===== config.mk =====
export PLATFORM = sky130hd
export DESIGN_NAME = mc_resp_hdr_tx_flat
export DESIGN_NICKNAME = d
export VERILOG_FILES = /design/src/rtl/mc_hdr_pkg.sv /design/src/rtl/mc_resp_hdr_tx_if.sv /design/src/rtl/mc_resp_hdr_tx.sv /design/src/flat_wrapper.sv
export SDC_FILE = /design/constraint.sdc
export NUM_CORES = 1
export LEC_CHECK = 0
export CORE_MARGIN = 1
export CORE_UTILIZATION = 46
export DETAILED_ROUTE_END_ITERATION = 16
export GPL_TIMING_DRIVEN = 0
export MAX_ROUTING_LAYER = met4
export PLACE_DENSITY = 0.85
export SLEW_MARGIN = 0
export SYNTH_ARGS = -nofsm -noshare
export SYNTH_HDL_FRONTEND = slang
export SYNTH_SLANG_ARGS = --single-unit

===== constraint.sdc =====
create_clock -name clk -period 2.73 [get_ports clk]
set_input_delay 0.819 -clock clk [delete_from_list [all_inputs] [get_ports clk]]
set_output_delay 0.819 -clock clk [all_outputs]
set_load 0.02 [all_outputs]

===== src/rtl/mc_hdr_pkg.sv =====
// Shared definitions for the memcached response-header transmit path:
// record layout, wire constants, FSM encoding and the beat formatter.
package mc_hdr_pkg;

    localparam int MC_DW         = 64;
    localparam int MC_HDR_W      = 176;
    localparam logic [7:0] MC_MAGIC_RESP = 8'h81;
    localparam int MC_HDR_BYTES  = 24;
    localparam int MC_HDR_BEATS  = 3;

    localparam int OPCODE_LSB    = 0;
    localparam int OPCODE_W      = 8;
    localparam int KEY_LEN_LSB   = 8;
    localparam int KEY_LEN_W     = 16;
    localparam int EXT_LEN_LSB   = 24;
    localparam int EXT_LEN_W     = 8;
    localparam int STATUS_LSB    = 32;
    localparam int STATUS_W      = 16;
    localparam int BODY_LEN_LSB  = 48;
    localparam int BODY_LEN_W    = 32;
    localparam int OPAQUE_LSB    = 80;
    localparam int OPAQUE_W      = 32;
    localparam int CAS_LSB       = 112;
    localparam int CAS_W         = 64;

    // First member lands in the MSBs, so opcode ends up at bit 0.
    typedef struct packed {
        logic [63:0] cas;
        logic [31:0] opaque;
        logic [31:0] body_len;
        logic [15:0] status;
        logic [7:0]  ext_len;
        logic [15:0] key_len;
        logic [7:0]  opcode;
    } mc_hdr_rec_t;

    typedef enum logic [1:0] {
        ST_IDLE  = 2'd0,
        ST_BEAT0 = 2'd1,
        ST_BEAT1 = 2'd2,
        ST_BEAT2 = 2'd3
    } mc_hdr_state_t;

    function automatic logic [31:0] bswap32(input logic [31:0] v);
        return {v[7:0], v[15:8], v[23:16], v[31:24]};
    endfunction

    function automatic logic [63:0] bswap64(input logic [63:0] v);
        return {bswap32(v[31:0]), bswap32(v[63:32])};
    endfunction

    // Fields are big-endian on the wire while byte0 sits in tdata[7:0],
    // hence every multi-byte field is byte-swapped into its lane.
    function automatic logic [MC_DW-1:0] fmt_beat(input mc_hdr_rec_t rec, input logic [1:0] idx);
        logic [MC_DW-1:0] beat;
        case (idx)
            2'd0:    beat = {rec.status[7:0], rec.status[15:8], 8'h00, rec.ext_len,
                             rec.key_len[7:0], rec.key_len[15:8], rec.opcode, MC_MAGIC_RESP};
            2'd1:    beat = {bswap32(rec.opaque), bswap32(rec.body_len)};
            2'd2:    beat = bswap64(rec.cas);
            default: beat = '0;
        endcase
        return beat;
    endfunction

endpackage


===== src/rtl/mc_resp_hdr_tx_if.sv =====
// Header FIFO read port plus the outgoing AXI-Stream, bundled for the transmitter.
interface mc_resp_hdr_tx_if
    import mc_hdr_pkg::*;
#(
    parameter int DW = 64
);
    logic                fifo_rd_en;
    logic [MC_HDR_W-1:0] fifo_dout;
    logic                fifo_empty;
    logic [DW-1:0]       m_axis_tdata;
    logic [DW/8-1:0]     m_axis_tkeep;
    logic                m_axis_tvalid;
    logic                m_axis_tready;
    logic                m_axis_tlast;

    modport master (
        output fifo_rd_en,
        input  fifo_dout,
        input  fifo_empty,
        output m_axis_tdata,
        output m_axis_tkeep,
        output m_axis_tvalid,
        input  m_axis_tready,
        output m_axis_tlast
    );

    modport slave (
        input  fifo_rd_en,
        output fifo_dout,
        output fifo_empty,
        input  m_axis_tdata,
        input  m_axis_tkeep,
        input  m_axis_tvalid,
        output m_axis_tready,
        input  m_axis_tlast
    );
endinterface


===== src/rtl/mc_resp_hdr_tx.sv =====
// Drains response-header records from the header FIFO and emits each as a
// 3-beat, 24-byte memcached binary header on a 64-bit AXI-Stream.
module mc_resp_hdr_tx
    import mc_hdr_pkg::*;
#(
    parameter int DW    = 64,
    parameter int CNT_W = 32
)(
    input  logic             clk,
    input  logic             rst_,
    mc_resp_hdr_tx_if.master bus,
    output logic             body_pending,
    output logic [CNT_W-1:0] hdr_cnt
);

    mc_hdr_state_t    state_reg;
    mc_hdr_state_t    state_next;
    mc_hdr_rec_t      hdr_reg;
    mc_hdr_rec_t      fifo_rec;
    logic             body_pending_reg;
    logic [CNT_W-1:0] hdr_cnt_reg;
    logic             pop;
    logic             beat2_done;
    logic [1:0]       beat_idx;

    assign fifo_rec   = mc_hdr_rec_t'(bus.fifo_dout);
    assign beat2_done = (state_reg == ST_BEAT2) && bus.m_axis_tready;

    // A pop happens from IDLE or on the closing handshake of the previous
    // header; gating with rst_ keeps rd_en low while reset is held.
    always_comb begin
        pop = 1'b0;
        if (rst_ && !bus.fifo_empty)
            pop = (state_reg == ST_IDLE) || beat2_done;
    end

    always_ff @(posedge clk or negedge rst_) begin
        if (!rst_) begin
            state_reg        <= ST_IDLE;
            hdr_reg          <= '0;
            body_pending_reg <= 1'b0;
            hdr_cnt_reg      <= '0;
        end else begin
            state_reg <= state_next;
            if (pop) begin
                hdr_reg          <= fifo_rec;
                body_pending_reg <= (fifo_rec.body_len != '0);
            end
            if (beat2_done)
                hdr_cnt_reg <= hdr_cnt_reg + CNT_W'(1);
        end
    end

    always_comb begin
        state_next = state_reg;
        case (state_reg)
            ST_IDLE:  if (pop) state_next = ST_BEAT0;
            ST_BEAT0: if (bus.m_axis_tready) state_next = ST_BEAT1;
            ST_BEAT1: if (bus.m_axis_tready) state_next = ST_BEAT2;
            ST_BEAT2: if (bus.m_axis_tready) state_next = pop ? ST_BEAT0 : ST_IDLE;
            default:  state_next = ST_IDLE;
        endcase
    end

    always_comb begin
        beat_idx          = 2'd0;
        bus.m_axis_tvalid = 1'b0;
        bus.m_axis_tdata  = '0;
        bus.m_axis_tlast  = 1'b0;
        bus.m_axis_tkeep  = {(DW/8){1'b1}};
        bus.fifo_rd_en    = pop;
        case (state_reg)
            ST_BEAT0: beat_idx = 2'd0;
            ST_BEAT1: beat_idx = 2'd1;
            ST_BEAT2: beat_idx = 2'd2;
            default:  beat_idx = 2'd0;
        endcase
        if (state_reg != ST_IDLE) begin
            bus.m_axis_tvalid = 1'b1;
            bus.m_axis_tdata  = fmt_beat(hdr_reg, beat_idx);
            bus.m_axis_tlast  = (state_reg == ST_BEAT2) && (hdr_reg.body_len == '0);
        end
    end

    assign body_pending = body_pending_reg;
    assign hdr_cnt      = hdr_cnt_reg;

endmodule


===== src/flat_wrapper.sv =====
// flat-port wrapper written by rule: the top's interface ports become plain ports
module mc_resp_hdr_tx_flat import mc_hdr_pkg::*;
#(
    parameter int DW    = 64,
    parameter int CNT_W = 32
)
  (clk, rst_, body_pending, hdr_cnt, bus_fifo_rd_en, bus_fifo_dout, bus_fifo_empty, bus_m_axis_tdata, bus_m_axis_tkeep, bus_m_axis_tvalid, bus_m_axis_tready, bus_m_axis_tlast);
  mc_resp_hdr_tx_if #(.DW(DW)) bus_i ();
  input  logic clk;
  input  logic rst_;
  output logic body_pending;
  output logic [CNT_W-1:0] hdr_cnt;
  output wire logic [$bits(bus_i.fifo_rd_en)-1:0] bus_fifo_rd_en;
  input wire logic [$bits(bus_i.fifo_dout)-1:0] bus_fifo_dout;
  input wire logic [$bits(bus_i.fifo_empty)-1:0] bus_fifo_empty;
  output wire logic [$bits(bus_i.m_axis_tdata)-1:0] bus_m_axis_tdata;
  output wire logic [$bits(bus_i.m_axis_tkeep)-1:0] bus_m_axis_tkeep;
  output wire logic [$bits(bus_i.m_axis_tvalid)-1:0] bus_m_axis_tvalid;
  input wire logic [$bits(bus_i.m_axis_tready)-1:0] bus_m_axis_tready;
  output wire logic [$bits(bus_i.m_axis_tlast)-1:0] bus_m_axis_tlast;
  assign bus_fifo_rd_en = bus_i.fifo_rd_en;
  assign bus_i.fifo_dout = bus_fifo_dout;
  assign bus_i.fifo_empty = bus_fifo_empty;
  assign bus_m_axis_tdata = bus_i.m_axis_tdata;
  assign bus_m_axis_tkeep = bus_i.m_axis_tkeep;
  assign bus_m_axis_tvalid = bus_i.m_axis_tvalid;
  assign bus_i.m_axis_tready = bus_m_axis_tready;
  assign bus_m_axis_tlast = bus_i.m_axis_tlast;
  mc_resp_hdr_tx #(.DW(DW), .CNT_W(CNT_W)) u_core (.clk(clk), .rst_(rst_), .bus(bus_i), .body_pending(body_pending), .hdr_cnt(hdr_cnt));
endmodule

==> impl_metrics.py, run 1 <==
metrics = {
    "floorplanning": {
        "row_count": 53,
        "die_y_um": 149,
        "die_w_um": 149,
        "start_util_pct": 47.0,
        "top_level_ports": 288,
    },
    "global_routing": {
        "grt_pass1_wl_um": 51100,
        "grtUsageTotal_pct": 30.9,
        "grt_max_degree": 83,
        "antenna_found_initial": 2,
        "grt_pass1_vias": 9531,
        "overflow": 0,
    },
    "synth": {
        "synth_seq_cells": 211,
        "synthCells": 1179,
        "seq_area_frac_synth_pct": 53.3,
        "syn_avg_cell_area_sq_um": 8.40,
        "syn_area_sq_um": 9900,
        "synth_edf_count": 0,
        "yosys.cell_types.count": 38,
        "yosys_most_used_dff": "dfrtp_1",
        "yosysWarnings": 0,
        "async_flop_share_pct": 100,
    },
    "clock_tree": {
        "htreeDepth": 1,
        "clock-sinks": 211,
        "clockRootBuffer": "clkbuf_16",
        "cts_inserted_buffers": 23,
        "ctsLongestPathBuffers": 3,
    },
    "placed_design": {
        "io_buffers": 279,
        "gp_congestion": 0.931,
        "dp.cells": 1742,
        "dp_hpwl_um": 23100,
    },
    "sta": {
        "worst_endpoint": "bus_m_axis_tlast",
        "worstEpCategory": "primary output",
    },
    "run_status": {
        "stop_error": "[ERROR DRT-0255] Maze Route cannot find path of net clk in worker of routeBox ( 96600 0 ) ( 148735 48300 ).",
        "status": "did not finish",
        "lastStage": "5_2_route",
    },
}
## cells in the mapped netlist, types with 2 or more instances
master	number	area [sq um]
clkbuf_1	23	86.3
a22oi_1	16	120
o21ai_0	3	15.0
a31oi_1	47	294
buf_4	8	60.1
nand4_1	16	100
ha_1	6	75.1
inv_1	5	18.8
nand4b_1	2	17.5
nor3_1	4	20.0
nand3_1	10	50.1
nand2_1	542	2030
buf_1	8	30.0
and4_1	4	35.0
nor2b_1	2	12.5
buf_2	39	195
nor4_1	16	100
a21oi_1	3	15.0
xnor2_1	27	236
xor2_1	4	35.0
dfrtp_1	211	5280
and3_1	5	31.3
mux2i_1	48	480
nor2_1	116	435
## cells by family after synthesis
kind of cell    share of synthesized area [%]
compound gates                           4.75
mux                                      4.96
xor+xnor                                 2.74
other cells                            0.0379
simple gates                             29.3
fa+ha+maj                               0.758
flops                                    53.3
buf+inv                                  4.09
## per-layer routing
layer	global-route usage (%)
met5	-
met4	10.1
met3	4.53
met2	51.3
met1	39.0
## per-stage QoR
step	util, %	instance area [sq um]	setup slack [ps]	hold WS, ps	TNS [ps]
after global routing	70.2	14800	-518	179	-25620
after floorplan	-	9940	56.2	445	0
after global placement	62.0	13100	-8360	457	-2987400
after detailed placement	62.3	13100	-1490	461	-104800
after CTS	68.4	14400	-512	175	-22860
## repair_timing
| item | CTS | global route |
|---|---|---|
| gates cloned | 5 | 4 |
| gates resized for setup | 393 | 107 |
| hold buffers | 0 | 0 |
| endpoints found under the setup margin | 67 | 67 |
| buffers inserted | 18 | 22 |
| pin swaps | 11 | 29 |
==> run 2, diff against run 1 <==
- CORE_UTILIZATION: 46 -> 31
- MAX_ROUTING_LAYER: met4 -> default
- PLACE_DENSITY: 0.85 -> default
- PLACE_DENSITY_LB_ADDON: default -> 0.15
==> run 2 against run 1 <==
The flow now finishes, with violations (setup timing); synthesized cell count unchanged; global-route usage down 9.5 points; area after synthesis stayed put.
==> impl_metrics.py, run 2 <==
metrics = {
    "run_status": {
        "status": "finished, violations left",
        "violations": "setup timing",
    },
    "pwr": {
        "clkPwrFrac_pct": 20.1,
        "power_frac_comb_pct": 48.3,
        "p_switching_mw": 6.80,
        "p_int_mw": 10.1,
        "cellPowerDensity_nw_per_um2": 1130,
        "power_frac_seq_pct": 31.5,
        "power_switching_share_pct": 40.3,
        "leakage_nw": 7.20,
        "ir_drop_v": 0.000564,
    },
    "critical_path": {
        "timing.rr.start": "u_core.state_reg[0]",
        "cp-end-kind": "primary output",
        "worstSetupStartpoint": "u_core.state_reg[0]",
        "arrival_ps": 2410,
        "critPathMaxFanout": 10,
        "cp.required_ps": 1910,
        "crit_type": "reg -> out",
        "start_kind": "flip-flop",
    },
    "finish": {
        "final_net_count": 1720,
        "num_antenna_cells": 0,
        "final_area_sq_um": 14900,
        "drive_above_1_share_pct": 17.5,
        "areaGrowthSynthToFinish_pct": 50.2,
        "layout_commonest_cell": "nand2_1",
        "mostFrequentLayoutCells": "542 x nand2_1, 210 x clkdlybuf4s50_1, 209 x dfrtp_1, 110 x nor2_1, 92 x buf_4",
        "utilization_pct": 47.3,
        "largest_reg_flops": 176,
    },
    "synth": {
        "yosys.cell_types.count": 38,
        "synth_edf_count": 0,
        "yosys_most_used_dff": "dfrtp_1",
        "yosysWarnings": 0,
        "async_flop_share_pct": 100,
        "syn_avg_cell_area_sq_um": 8.40,
        "netlist_top_cells_area": "dfrtp_1 53%, nand2_1 21%, mux2i_1 4.9%",
        "yosys-top-cells-count": "542 x nand2_1, 211 x dfrtp_1, 116 x nor2_1",
        "syn_area_sq_um": 9900,
        "synthCells": 1179,
        "synth_top_area_cell": "dfrtp_1",
        "synth_seq_cells": 211,
        "seq_area_frac_synth_pct": 53.3,
        "yosysMostFrequentCell": "nand2_1",
        "yosysTopAreaCellShare_pct": 53.3,
    },
    "floorplanning": {
        "die_area_sq_um": 32700,
        "start_util_pct": 31.5,
        "die_y_um": 181,
        "die_w_um": 181,
        "row_count": 65,
        "core_area_sq_um": 31500,
        "top_level_ports": 288,
    },
    "clock_tree": {
        "clockRootBuffer": "clkbuf_16",
        "clock_latency_ps": 520,
        "clock-sinks": 211,
        "htreeDepth": 1,
        "postCtsHoldBufs": 0,
        "cts_inserted_buffers": 25,
        "clk_pin_slew_ps": 60,
        "cts_tree": "yes",
        "ctsLongestPathBuffers": 3,
    },
    "sta": {
        "whs_ps": 157,
        "relSlewSlack_pct": 61.6,
        "slew_violations": 0,
        "rsz0062_at_grt": "true",
        "finalCritPeriodShare_pct": 118,
        "setup_violations": 66,
        "fmax_mhz": 310,
        "hold_viol_final": 0,
        "worstMarginPinSlew_ps": 574,
        "finalCriticalPeriod_ps": 3230,
        "fin_worst_skew_ps": 13.1,
        "setup_slack_ps": -499,
    },
    "detailed_routing": {
        "avgViaCountPerCell": 4.71,
        "vias": 9194,
        "wl_um": 34700,
        "postRouteAntennaNets": 0,
        "drt_pass1_iterations": 4,
        "routedWlPerCell_um": 17.7,
        "drt_iter0_drc": 468,
        "drc": 0,
    },
    "placed_design": {
        "io_buffers": 279,
        "gp_congestion": 0.883,
        "dp_hpwl_um": 25200,
        "dp_slack_ps": -1370,
        "place_area_sq_um": 13300,
    },
    "global_routing": {
        "grt_pass1_wl_um": 54100,
        "antenna_found_initial": 1,
        "grt_max_degree": 90,
        "overflow": 0,
        "grtUsageTotal_pct": 21.4,
        "grt_pass1_vias": 9428,
    },
    "run": {
        "maxCapViolCount": 0,
    },
    "worst_hold_path": {
        "hp-class": "in -> async",
    },
}
==> run 2: worst paths after layout <==
| path | endpoint | slack (ps) | cells past startpoint |
|---|---|---|---|
| worst max-delay path | bus_m_axis_tdata[34] | -500 | 11 |
| worst min-delay path | u_core.hdr_reg[154] | 160 | 1 |
| max in group asynchronous | u_core.hdr_reg[126] | 1820 | 2 |
| worst max register to register | u_core.hdr_reg[30] | 390 | 10 |
| min in group clk | u_core.hdr_reg[24] | 470 | 2 |
| worst min register to register | u_core.hdr_reg[24] | 470 | 2 |
==> run 2: layout make-up <==
cell class / count / area [sq um]
Fill cell: 3126 / 16600
Multi-Input combinational cell: 890 / 4510
Sequential cell: 211 / 5280
Inverter: 6 / 25.0
Buffer: 78 / 619
Clock inverter: 10 / 105
Clock buffer: 35 / 733
Timing Repair Buffer: 322 / 3100
Tap cell: 402 / 503
==> run 2: repair_timing <==
item | CTS | global route
resized for setup | 461 | 39
setup endpoints to repair | 67 | 67
gates cloned | 3 | 0
buffers inserted | 33 | 10
hold endpoints to repair | 0 | 0
pin swaps | 26 | 27
==> run 2: logic make-up after synthesis <==
family	after synthesis	synth area share, %
simple gates	724	29.3
flops	211	53.3
buf+inv	85	4.09
compound gates	72	4.75
mux	49	4.96
xor+xnor	31	2.74
fa+ha+maj	6	0.758
other cells	1	0.0379
==> run 2: layer usage <==
| metal | global-route usage (%) | vias up | wire length, um |
|---|---|---|---|
| li1 | - | 4495 | - |
| met1 | 29.2 | 4384 | 15700 |
| met2 | 35.3 | 271 | 16200 |
| met3 | 3.77 | 44 | 2040 |
| met4 | 4.65 | 0 | 698 |
| met5 | 0 | - | 0 |
==> run 2: critical path, cell delays in order (launching register included) <==
cell     delay (ps)
dfrtp_2         430
buf_6           130
ha_4            170
buf_12          120
buf_12          140
buf_12          130
buf_12          150
mux2i_2         200
nor2_1           60
a31oi_1         130
nor2_1           60
buf_4           170
==> run 2: through the flow <==
step / setup TNS, ps / power (mW) / instances
2_1_floorplan: 0 / 9.18 / 1186
3_3_place_gp: -3268550 / 12.3 / 1867
3_5_place_dp: -88490 / 12.4 / 1869
4_1_cts: -26590 / 16.7 / 1950
5_1_grt: -31970 / 18.0 / 1954
6_report: -25940 / 16.9 / 1954
==> run 2: power by group through the flow <==
stage | sequential (mW) | clock (mW) | combinational, mW
floorplan | 5.03 | 0 | 4.15
global placement | 5.26 | 0 | 7.04
detailed placement | 5.28 | 0 | 7.10
CTS | 5.26 | 3.48 | 7.98
global route | 5.48 | 3.59 | 8.89
finish | 5.31 | 3.39 | 8.15
(Power assumes the default switching activity.)
